File: src/rtl/code_pkg.sv
// Shared types and constants for the code loader and its neighbours.
package code_pkg;

  localparam int unsigned LINE_W        = 32;
  localparam int unsigned CODE_SIZE     = 12;
  localparam int unsigned MAX_CODE_LINE = 100;
  localparam logic [7:0]  SYNC_BYTE     = 8'hA5;

  typedef enum logic [2:0] {
    StIdle,
    StLenHi,
    StLenLo,
    StWordHi,
    StWordLo,
    StCheck,
    StError
  } state_e;

endpackage

File: src/rtl/code_loader_if.sv
// Host byte stream in, code_storage write port out.
interface code_loader_if
  import code_pkg::*;
#(
  parameter int unsigned CodeSize = CODE_SIZE
) ();

  logic [7:0]          in_data;
  logic                in_valid;
  logic                in_ready;
  logic [LINE_W-1:0]   write_line;
  logic [CodeSize-1:0] write_data;
  logic                is_write;

  modport master (
    output in_data,
    output in_valid,
    input  in_ready,
    input  write_line,
    input  write_data,
    input  is_write
  );

  modport slave (
    input  in_data,
    input  in_valid,
    output in_ready,
    output write_line,
    output write_data,
    output is_write
  );

endinterface

File: src/rtl/loader_checksum.sv
// Clear/accumulate/compare XOR register over a byte stream.
module loader_checksum (
  input  logic       i_clk,
  input  logic       i_reset,
  input  logic       i_clear,
  input  logic       i_accum,
  input  logic [7:0] i_data,
  output logic       o_match
);

  logic [7:0] r_sum;

  always_ff @(posedge i_clk) begin
    if (!i_reset) begin
      r_sum <= 8'h00;
    end else if (i_clear) begin
      r_sum <= 8'h00;
    end else if (i_accum) begin
      r_sum <= r_sum ^ i_data;
    end
  end

  assign o_match = (i_data == r_sum);

endmodule

File: src/rtl/code_loader.sv
// Frame receiver that assembles code words and writes them to code_storage.
// Optional inter-byte timeout enabled by defining CODE_LOADER_TIMEOUT_EN.
module code_loader
  import code_pkg::*;
#(
`ifdef CODE_LOADER_TIMEOUT_EN
  parameter int unsigned TimeoutCycles = 1000,
`endif
  parameter int unsigned CodeSize    = CODE_SIZE,
  parameter int unsigned MaxCodeLine = MAX_CODE_LINE
) (
  input  logic          i_clk,
  input  logic          i_reset,
  code_loader_if.slave  bus,
  output logic          o_active,
  output logic          o_busy,
  output logic          o_load_error
);

  state_e              r_state;
  logic [7:0]          r_len_hi;
  logic [15:0]         r_len;
  logic [15:0]         r_index;
  logic [7:0]          r_hi;
  logic [LINE_W-1:0]   r_write_line;
  logic [CodeSize-1:0] r_write_data;
  logic                r_is_write;
  logic                r_active;
  logic                r_load_error;

  logic        w_acc;
  logic        w_sync;
  logic        w_cs_accum;
  logic        w_cs_match;
  logic        w_timeout;
  logic [15:0] w_len;
  logic [15:0] w_word16;
  logic [15:0] w_index_nxt;

  assign bus.in_ready = i_reset;
  assign w_acc        = bus.in_valid && i_reset;
  assign w_sync       = w_acc && (bus.in_data == SYNC_BYTE) &&
                        (r_state == StIdle || r_state == StError);
  assign w_cs_accum   = w_acc && (r_state == StLenHi || r_state == StLenLo ||
                                  r_state == StWordHi || r_state == StWordLo);
  assign w_len        = {r_len_hi, bus.in_data};
  assign w_word16     = {r_hi, bus.in_data};
  assign w_index_nxt  = r_index + 16'd1;

  assign o_busy = (r_state == StLenHi) || (r_state == StLenLo) || (r_state == StWordHi) ||
                  (r_state == StWordLo) || (r_state == StCheck);

  loader_checksum u_checksum (
    .i_clk   (i_clk),
    .i_reset (i_reset),
    .i_clear (w_sync),
    .i_accum (w_cs_accum),
    .i_data  (bus.in_data),
    .o_match (w_cs_match)
  );

`ifdef CODE_LOADER_TIMEOUT_EN
  logic [31:0] r_idle_cnt;

  // Counts only idle cycles inside a frame; any accept or leaving busy restarts it.
  always_ff @(posedge i_clk) begin
    if (!i_reset || !o_busy || w_acc) begin
      r_idle_cnt <= 32'd0;
    end else begin
      r_idle_cnt <= r_idle_cnt + 32'd1;
    end
  end

  assign w_timeout = o_busy && !w_acc && (r_idle_cnt == TimeoutCycles - 1);
`else
  assign w_timeout = 1'b0;
`endif

  always_ff @(posedge i_clk) begin
    if (!i_reset) begin
      r_state      <= StIdle;
      r_len_hi     <= 8'h00;
      r_len        <= 16'h0000;
      r_index      <= 16'h0000;
      r_hi         <= 8'h00;
      r_write_line <= '0;
      r_write_data <= '0;
      r_is_write   <= 1'b0;
      r_active     <= 1'b0;
      r_load_error <= 1'b0;
    end else begin
      r_is_write <= 1'b0;
      if (w_timeout) begin
        r_state      <= StError;
        r_load_error <= 1'b1;
      end else if (w_acc) begin
        unique case (r_state)
          StIdle, StError: begin
            if (bus.in_data == SYNC_BYTE) begin
              r_state      <= StLenHi;
              r_active     <= 1'b0;
              r_load_error <= 1'b0;
            end
          end
          StLenHi: begin
            r_len_hi <= bus.in_data;
            r_state  <= StLenLo;
          end
          StLenLo: begin
            if (w_len == 16'd0 || w_len > 16'(MaxCodeLine)) begin
              r_state      <= StError;
              r_load_error <= 1'b1;
            end else begin
              r_len   <= w_len;
              r_index <= 16'd0;
              r_state <= StWordHi;
            end
          end
          StWordHi: begin
            r_hi    <= bus.in_data;
            r_state <= StWordLo;
          end
          StWordLo: begin
            r_write_line <= LINE_W'(r_index);
            r_write_data <= w_word16[CodeSize-1:0];
            r_is_write   <= 1'b1;
            r_index      <= w_index_nxt;
            r_state      <= (w_index_nxt == r_len) ? StCheck : StWordHi;
          end
          StCheck: begin
            if (w_cs_match) begin
              r_state  <= StIdle;
              r_active <= 1'b1;
            end else begin
              r_state      <= StError;
              r_load_error <= 1'b1;
            end
          end
          default: r_state <= StIdle;
        endcase
      end
    end
  end

  assign bus.write_line = r_write_line;
  assign bus.write_data = r_write_data;
  assign bus.is_write   = r_is_write;
  assign o_active       = r_active;
  assign o_load_error   = r_load_error;

endmodule

File: src/flat_wrapper.sv
// flat-port wrapper written by rule: the top's interface ports become plain ports
module code_loader_flat import code_pkg::*;
#(

  parameter int unsigned CodeSize    = CODE_SIZE,
  parameter int unsigned MaxCodeLine = MAX_CODE_LINE
)
  (i_clk, i_reset, o_active, o_busy, o_load_error, bus_in_data, bus_in_valid, bus_in_ready, bus_write_line, bus_write_data, bus_is_write);
  code_loader_if #(.CodeSize(CodeSize)) bus_i ();
  input  logic i_clk;
  input  logic i_reset;
  output logic o_active;
  output logic o_busy;
  output logic o_load_error;
  input wire logic [$bits(bus_i.in_data)-1:0] bus_in_data;
  input wire logic [$bits(bus_i.in_valid)-1:0] bus_in_valid;
  output wire logic [$bits(bus_i.in_ready)-1:0] bus_in_ready;
  output wire logic [$bits(bus_i.write_line)-1:0] bus_write_line;
  output wire logic [$bits(bus_i.write_data)-1:0] bus_write_data;
  output wire logic [$bits(bus_i.is_write)-1:0] bus_is_write;
  assign bus_i.in_data = bus_in_data;
  assign bus_i.in_valid = bus_in_valid;
  assign bus_in_ready = bus_i.in_ready;
  assign bus_write_line = bus_i.write_line;
  assign bus_write_data = bus_i.write_data;
  assign bus_is_write = bus_i.is_write;
  code_loader #(.CodeSize(CodeSize), .MaxCodeLine(MaxCodeLine)) u_core (.i_clk(i_clk), .i_reset(i_reset), .bus(bus_i), .o_active(o_active), .o_busy(o_busy), .o_load_error(o_load_error));
endmodule
File: config.mk
export PLATFORM = sky130hd
export DESIGN_NAME = code_loader_flat
export DESIGN_NICKNAME = d
export VERILOG_FILES = /design/src/rtl/code_pkg.sv /design/src/rtl/code_loader_if.sv /design/src/rtl/loader_checksum.sv /design/src/rtl/code_loader.sv /design/src/flat_wrapper.sv
export SDC_FILE = /design/constraint.sdc
export NUM_CORES = 1
export LEC_CHECK = 0
export CAP_MARGIN = 10
export CORE_ASPECT_RATIO = 1.1
export CORE_UTILIZATION = 49
export CTS_CLUSTER_SIZE = 20
export DETAILED_ROUTE_END_ITERATION = 8
export PLACE_DENSITY = 0.72
export SKIP_CTS_REPAIR_TIMING = 1
export SYNTH_ARGS = -nofsm -noshare
export SYNTH_HDL_FRONTEND = slang
export SYNTH_SLANG_ARGS = --single-unit
File: constraint.sdc
create_clock -name i_clk -period 2.56 [get_ports i_clk]
set_clock_uncertainty 0.1 [all_clocks]
set_input_delay 0.256 -clock i_clk [delete_from_list [all_inputs] [get_ports i_clk]]
set_output_delay 0.256 -clock i_clk [all_outputs]
set_load 0.01 [all_outputs]
==> impl_metrics.toml, run 1 <==
[sta]
worst_pin_slew_ns = 0.689
finalCritPeriodShare = 0.958
fin_ws_ns = 0.107
max_freq_mhz = 408
slew_violations = 0
hold_ws_ns = 0.344
hold_viol = 0
fin_crit_ns = 2.45
setup_violations = 0
slew_headroom = 0.540

[setup_path]
crit_family = "simple AND/OR/NAND/NOR gates"
cp_max_fo = 5
crit_type = "reg -> reg"
critPathLaunchType = "flop"
critical_path_arrival_ns = 2.61
critPathSlowestCell = "or4b_2"
cpPeakStageDelay_ns = 0.72
r2r_end = "u_core.r_state[1]"
r2r_cells = 6
r2r_slack_ns = 0.11
worst-path-buf-inv = 0
cp_cell_sequence = "nand3_1 > or4b_2 > xnor2_1 > a211oi_1 > nand4_1 > o31a_1"
required_ns = 2.71
r2r-start = "u_core.r_index[7]"
worst_setup_path_end_kind = "flop"

[drt]
drc_errors = 0
vias = 3737
post_drt_wl_per_cell_um = 14.5
viasPerCell = 5.36
firstDrtPassIters = 4
first_iter_violations = 226
ant_nets = 0
routed_wl_mm = 10.1

[global_routing]
overflow = 0
grt_pass1_wl_mm = 17.0
grt_util_met3 = 0.0428
grtUsageMet2 = 0.415
antenna_found_initial = 0
grt_start_max_net_pins = 71
grt.busiest_layer = "met2"
grtUsageTotal = 0.235
gr-usage-met1 = 0.275
first_global_vias = 3649

[pwr]
power.share.switching = 0.279
leakage_nw = 1.93
irDropWorstVdd_mv = 0.243
p_clk_frac = 0.359
p_sw_mw = 0.711
total_power_mw = 2.55
intPower_mw = 1.84
combPwrFrac = 0.103
powerDensity_nw_per_um2 = 498
sequentialPowerShare = 0.538

[clock_network]
cts-htree-levels = 3
clk_pin_slew_ns = 0.09
cts_sinks = 86
cts_buffers = 9
clockBufferDepth = 2
root_buffer = "clkbuf_8"
cts_tree = "done"
worstSkewPairLatency_ns = 0.35

[place]
dp_cells = 681
numPortBuffers = 43
place_area_um2 = 4900
hpwl_mm = 7.20
place_ws_ns = -0.205
gp_congestion = 0.866

[cells_and_area]
fillCellCount = 757
seqCellArea_um2 = 1720
final_nets = 593
fin_cells = 697
multi_input_area_um2 = 2310
drive_gt1_frac = 0.126
final_area_um2 = 5120
syn_to_final_growth_pct = 20.7
antennaDiodeCount = 0

[floorplan]
boundaryPins = 60
die_w_um = 90.7
design.die.area_um2 = 9030
die_y_um = 99.6
start_util = 0.507
num_rows = 35
core_area_um2 = 8360

[synthesis]
avgSynthCellArea_um2 = 8.11
yosysTopAreaCell = "dfxtp_1"
synth_edf_count = 0
netlist-cell-type-count = 57
synth_seq_area_share = 0.406
synth_top_area_frac = 0.406
synth.most_common_cell = "nand2_1"
synth-main-ff-cell = "dfxtp_1"
syn_area_um2 = 4240
ys_top_cells_by_area = "dfxtp_1 41%, nand2_1 9.7%, xnor2_1 5.8%"
yosys_warnings = 0
syn_inst = 523
yosys-top-cells-count = "109 x nand2_1, 86 x dfxtp_1, 39 x nand3_1"
async_reset_ff_frac = 0
ys_seq_elements = 86

[worst_hold_path]
min_path_cells = 2
hold_class = "reg -> reg"
min_from = "u_core.r_hi[2]"
whs_endpoint = "u_core.bus.write_data[10]"

[job]
max_cap_violations = 0

[run_status]
outcome = "finished clean"
[worst reg2reg max path: stages, from the launching register on]
cell      delay [ns]
dfxtp_1         0.46
nand3_1         0.17
or4b_2          0.72
xnor2_1         0.17
a211oi_1        0.22
nand4_1         0.19
o31a_1          0.33
[per-stage QoR]
step           TNS [ns]   util
3_3_place_gp      -2.74  0.586
4_1_cts               0  0.609
6_report              0  0.612
5_1_grt         -0.0226  0.612
3_5_place_dp      -4.67  0.586
2_1_floorplan         0      -
[layout make-up]
class,count,area share
flip-flops and latches,86,0.337
multi-input cells,394,0.451
inverters,5,0.00367
well taps,111,0.0271
clock inverters,7,0.0127
repair buffers,85,0.145
clock buffers,9,0.0242
[cell families (layout without fill, tap and decap cells)]
family,Yosys count,count (layout),share of synthesized area
AND/OR/NAND/NOR,245,245,0.284
flip-flops,86,86,0.406
AO/OA/AOI/OAI,81,81,0.130
buffers and inverters,58,106,0.0682
XOR/XNOR,41,41,0.0847
multiplexers,9,9,0.0213
adder cells (fa/ha/maj),2,2,0.00531
other,1,16,0.000885
[power by group through the flow]
stage                     sequential (mW)  clock [mW]  combinational (mW)
after detailed placement             1.40           0               0.258
after global routing                 1.37       0.997               0.288
after floorplan                      1.39           0               0.184
final                                1.37       0.915               0.263
after CTS                            1.37       0.936               0.259
after global placement               1.40           0               0.255
[worst max-delay path by stage]
stage | start | to | slack [ns] | depth (start not counted)
2_1_floorplan | u_core.r_index[3] | u_core.r_state[1] | 0.16 | 8
3_3_place_gp | bus_in_data[7] | u_core.r_index[1] | -0.16 | 7
3_5_place_dp | bus_in_data[7] | u_core.r_index[1] | -0.20 | 7
4_1_cts | u_core.r_index[7] | u_core.r_state[2] | 0.12 | 6
5_1_grt | u_core.r_index[0] | u_core.r_state[2] | -0.01 | 9
6_report | u_core.r_index[7] | u_core.r_state[1] | 0.11 | 6
[cell usage in the layout (no fill, tap or decap), types with 10 or more instances in the layout]
cell type	n
nand2_1	109
dfxtp_1	85
clkdlybuf4s50_1	42
buf_4	42
nand3_1	39
xnor2_1	28
o21ai_0	23
nor2_1	22
conb_1	16
nor3_1	13
xor2_1	13
a21oi_1	12
nor2b_1	12
a21boi_0	11
and2_1	10
[flip-flops by register name, summed over array words and instances, names as in the netlist]
signal,flops
u_core.r_hi,4
u_core.r_len,16
u_core.bus.write_line,16
u_core.bus.write_data,12
u_core.o_active,1
u_core.r_index,16
u_core.u_checksum.r_sum,8
u_core.r_state,3
u_core.r_len_hi,8
u_core.o_load_error,1
u_core.bus.is_write,1
[layer usage]
| layer | vias up | share of wire |
|---|---|---|
| li1 | 1867 | - |
| met1 | 1751 | 0.43 |
| met2 | 98 | 0.50 |
| met3 | 21 | 0.038 |
| met4 | 0 | 0.027 |
| met5 | - | 0 |
Note: power is estimated with default switching activity, not from simulation.
==> inputs of run 2 (changes only) <==
--- a/config.mk
+++ b/config.mk
@@ -10,7 +10,7 @@
 export CORE_UTILIZATION = 49
 export CTS_CLUSTER_SIZE = 20
 export DETAILED_ROUTE_END_ITERATION = 8
-export PLACE_DENSITY = 0.72
+export PLACE_DENSITY = 0.76
 export SKIP_CTS_REPAIR_TIMING = 1
 export SYNTH_ARGS = -nofsm -noshare
 export SYNTH_HDL_FRONTEND = slang
==> run 2 against run 1 <==
Hold slack about the same. Power up 4.0%. Via count up 0.35%. Critical endpoint unchanged. Largest power group unchanged.
==> impl_metrics.toml, run 2 (synthesized netlist as in run 1, its figures left out) <==
[sta]
finalCritPeriodShare = 0.936
fin_crit_ns = 2.40
fin_ws_ns = 0.165
rsz0062_at_grt = "no"
worst_pin_slew_ns = 0.664
slew_headroom = 0.557
hold_viol = 0
hold_ws_ns = 0.345
max_freq_mhz = 417
setup_violations = 0
slew_violations = 0
fin_setup_tns_ns = 0

[cells_and_area]
drive_gt1_frac = 0.128
final_area_um2 = 5130
final_common_cell = "nand2_1"
antennaDiodeCount = 0
final_cell_mix = "109 x nand2_1, 82 x dfxtp_1, 42 x clkdlybuf4s50_1"
syn_to_final_growth_pct = 21.0
final_nets = 592

[floorplan]
die_y_um = 99.6
die_w_um = 90.7
start_util = 0.507
design.die.area_um2 = 9030
boundaryPins = 60
num_rows = 35
core_area_um2 = 8360

[place]
numPortBuffers = 43
gp_congestion = 0.876
hpwl_mm = 7.28
place_ws_ns = -0.197
place_area_um2 = 4900

[pwr]
leakage_nw = 1.95
irDropWorstVdd_mv = 0.352
total_power_mw = 2.65
powerDensity_nw_per_um2 = 516

[setup_path]
r2r_end = "u_core.r_state[1]"
critPathSlowestCell = "or4b_2"
required_ns = 2.70
cpPeakStageDelay_ns = 0.65
cp_cell_sequence = "and4_1 > or4b_2 > xnor2_1 > a211oi_1 > nand4_1 > o31a_1"
r2r_slack_ns = 0.16
critPathLaunchType = "flop"
crit_type = "reg -> reg"
cp_max_fo = 5
critical_path_arrival_ns = 2.54
r2r_cells = 6
worst_setup_path_end_kind = "flop"
r2r-start = "u_core.r_index[3]"

[clock_network]
clockBufferDepth = 2
cts_tree = "done"
cts_buffers = 9
clk_pin_slew_ns = 0.09
cts-htree-levels = 3
root_buffer = "clkbuf_8"
worstSkewPairLatency_ns = 0.36
cts_sinks = 86

[worst_hold_path]
min_path_cells = 2
whs_endpoint = "u_core.bus.write_data[11]"
min_from = "u_core.r_hi[3]"
hold_class = "reg -> reg"

[global_routing]
grtUsageTotal = 0.234
antenna_found_initial = 0
overflow = 0
first_global_vias = 3631
grt_pass1_wl_mm = 16.9
grt_start_max_net_pins = 71

[drt]
firstDrtPassIters = 5
drc_errors = 0
post_drt_wl_per_cell_um = 14.4
routed_wl_mm = 9.99
vias = 3750
first_iter_violations = 130
ant_nets = 0
viasPerCell = 5.39

[run_status]
outcome = "finished clean"

[job]
max_cap_violations = 0
## run 2: cell count changes in the layout (fill, tap and decap cells not counted), moves of 2 or more
cell        previous run  this run
clkbuf_8               9        11
dfxtp_2                1         4
clkinvlp_4             3         1
inv_8                  3         0
dfxtp_1               85        82
## run 2: stage by stage
| stage | utilization | instances |
|---|---|---|
| floorplan | - | 538 |
| global placement | 0.585 | 680 |
| detailed placement | 0.585 | 680 |
| CTS | 0.611 | 696 |
| global route | 0.613 | 696 |
| finish | 0.613 | 696 |
## run 2: critical path: cells and delay by family (launching register included)
kind	cells	cell delay (ns)
xor+xnor	1	0.17
flops	1	0.38
simple gates	3	1.08
compound gates	2	0.54
## run 2: area by class of cell
type,instances,area (um^2)
tap,111,139
timing repair buffer,84,733
multi-input combinational,394,2300
sequential,86,1730
clock buffer,11,151
clock inverter,5,63.8
fill,764,3230
inverter,5,18.8
## run 2: power by group
group | total (mW) | internal [mW] | switching, mW
Clock | 1.02 | 0.513 | 0.507
Combinational | 0.259 | 0.107 | 0.152
Sequential | 1.37 | 1.35 | 0.0172
## run 2: routing by layer
| layer | track usage | wire (um) | part of all wire | vias up |
|---|---|---|---|---|
| li1 | - | - | - | 1865 |
| met1 | 0.277 | 4280 | 0.43 | 1759 |
| met2 | 0.406 | 5000 | 0.50 | 101 |
| met3 | 0.0505 | 452 | 0.045 | 25 |
| met4 | 0.104 | 271 | 0.027 | 0 |
| met5 | 0 | 0 | 0 | - |
## run 2: how the worst max path moves through the flow
stage | startpoint | end | slack (ns)
3_3_place_gp | bus_in_data[7] | u_core.r_index[1] | -0.13
4_1_cts | u_core.r_index[3] | u_core.r_state[2] | 0.08
5_1_grt | u_core.r_index[1] | u_core.r_state[2] | 0.02
6_report | u_core.r_index[3] | u_core.r_state[1] | 0.16
3_5_place_dp | bus_in_data[7] | u_core.r_len[3] | -0.20
2_1_floorplan | u_core.r_index[3] | u_core.r_state[1] | 0.16
==> inputs of run 3 (changes only) <==
--- a/config.mk
+++ b/config.mk
@@ -10,6 +10,7 @@
 export CORE_UTILIZATION = 49
 export CTS_CLUSTER_SIZE = 20
 export DETAILED_ROUTE_END_ITERATION = 8
+export MAX_ROUTING_LAYER = met4
 export PLACE_DENSITY = 0.76
 export SKIP_CTS_REPAIR_TIMING = 1
 export SYNTH_ARGS = -nofsm -noshare
==> run 3 against run 2 <==
Utilization grew 0.30 points. Clock power shrank 4%. Highest routed layer unchanged. Worst setup slack lost 0.089 ns. Final cell count grew 0.29%.
==> impl_metrics.toml, run 3 (synthesized netlist as in run 1, its figures left out) <==
[sta]
finalCritPeriodShare = 0.970
fin_crit_ns = 2.48
slew_headroom = 0.559
slew_violations = 0
hold_ws_ns = 0.264
worst_pin_slew_ns = 0.660
max_freq_mhz = 403
setup_violations = 0
hold_viol = 0

[setup_path]
critPathLaunchType = "flop"
critical_path_arrival_ns = 2.63
r2r-start = "u_core.r_index[3]"
critPathSlowestCell = "or4b_2"
cp_max_fo = 5
worst-path-buf-inv = 0
r2r_end = "u_core.r_state[2]"
crit_type = "reg -> reg"
crit_family = "simple AND/OR/NAND/NOR gates"
r2r_slack_ns = 0.08
cpPeakStageDelay_ns = 0.65
required_ns = 2.71
cp_cell_sequence = "and4_1 > or4b_2 > xnor2_1 > a211oi_1 > nand4_1 > o41ai_2"
worst_setup_path_end_kind = "flop"
r2r_cells = 6

[pwr]
irDropWorstVdd_mv = 0.391
powerDensity_nw_per_um2 = 507
leakage_nw = 1.96

[cells_and_area]
antennaDiodeCount = 0
final_nets = 594
multi_input_area_um2 = 2310
final_area_um2 = 5150
drive_gt1_frac = 0.135
seqCellArea_um2 = 1730
final_cell_mix = "109 x nand2_1, 83 x dfxtp_1, 43 x buf_4"
final_common_cell = "nand2_1"
fillCellCount = 742
fin_cells = 698
utilization = 0.616
syn_to_final_growth_pct = 21.6

[drt]
first_iter_violations = 177
firstDrtPassIters = 5
ant_nets = 0
vias = 3796
viasPerCell = 5.44
post_drt_wl_per_cell_um = 14.5
routed_wl_mm = 10.1
drc_errors = 0

[worst_hold_path]
min_from = "i_reset"
hold_class = "in -> reg"
whs_endpoint = "u_core.r_index[8]"
min_path_cells = 3

[run_status]
outcome = "finished clean"

[place]
numPortBuffers = 43
place_area_um2 = 4910
dp_cells = 682
gp_congestion = 0.898
hpwl_mm = 7.34

[clock_network]
cts_sinks = 86
worstSkewPairLatency_ns = 0.35
clockBufferDepth = 2
cts-htree-levels = 3
clk_pin_slew_ns = 0.09
cts_tree = "done"
cts_buffers = 9
root_buffer = "clkbuf_8"

[global_routing]
grt_start_max_net_pins = 55
grtUsageTotal = 0.240
overflow = 0
first_global_vias = 3603
antenna_found_initial = 0
grt_pass1_wl_mm = 17.0

[floorplan]
start_util = 0.507
die_y_um = 99.6
boundaryPins = 60
design.die.area_um2 = 9030
num_rows = 35
die_w_um = 90.7
core_area_um2 = 8360

[job]
max_cap_violations = 0
## run 3: tightest hold or removal path, cell delays in order
cell    delay [ns]
buf_2         0.10
buf_4         0.19
o21a_1        0.12
## run 3: area by class of cell
class                   count  area share
multi-input cells         394       0.449
flip-flops and latches     86       0.335
repair buffers             86       0.145
well taps                 111      0.0269
clock buffers               9      0.0240
clock inverters             7      0.0165
inverters                   5     0.00364
## run 3: worst max-delay path by stage
stage	from	endpoint	slack, ns	depth (start not counted)
floorplan	u_core.r_index[3]	u_core.r_state[1]	0.16	8
detailed placement	bus_in_data[7]	u_core.r_index[1]	-0.19	7
global route	u_core.r_index[3]	u_core.r_state[2]	-0.0002	6
global placement	bus_in_data[7]	u_core.r_index[1]	-0.16	7
finish	u_core.r_index[3]	u_core.r_state[2]	0.08	6
CTS	u_core.r_index[1]	u_core.r_state[2]	0.03	7
## run 3: metal layers
metal	global-route usage	wire length (um)	vias to the layer above
li1	-	-	1865
met1	0.280	4410	1781
met2	0.414	5040	131
met3	0.0359	433	19
met4	0.0980	231	0
met5	-	0	-
## run 3: per-stage QoR
| step | power [mW] | setup TNS [ns] | setup WS, ns |
|---|---|---|---|
| 2_1_floorplan | 1.58 | 0 | 0.157 |
| 3_3_place_gp | 1.65 | -2.28 | -0.162 |
| 6_report | 2.61 | 0 | 0.0759 |
| 5_1_grt | 2.72 | -0.000153 | -0.000153 |
| 3_5_place_dp | 1.66 | -3.83 | -0.187 |
| 4_1_cts | 2.63 | 0 | 0.0285 |
## run 3: where the power goes
| part | switching [mW] | internal [mW] |
|---|---|---|
| registers | 0.0174 | 1.35 |
| clock network | 0.517 | 0.464 |
| logic | 0.155 | 0.109 |
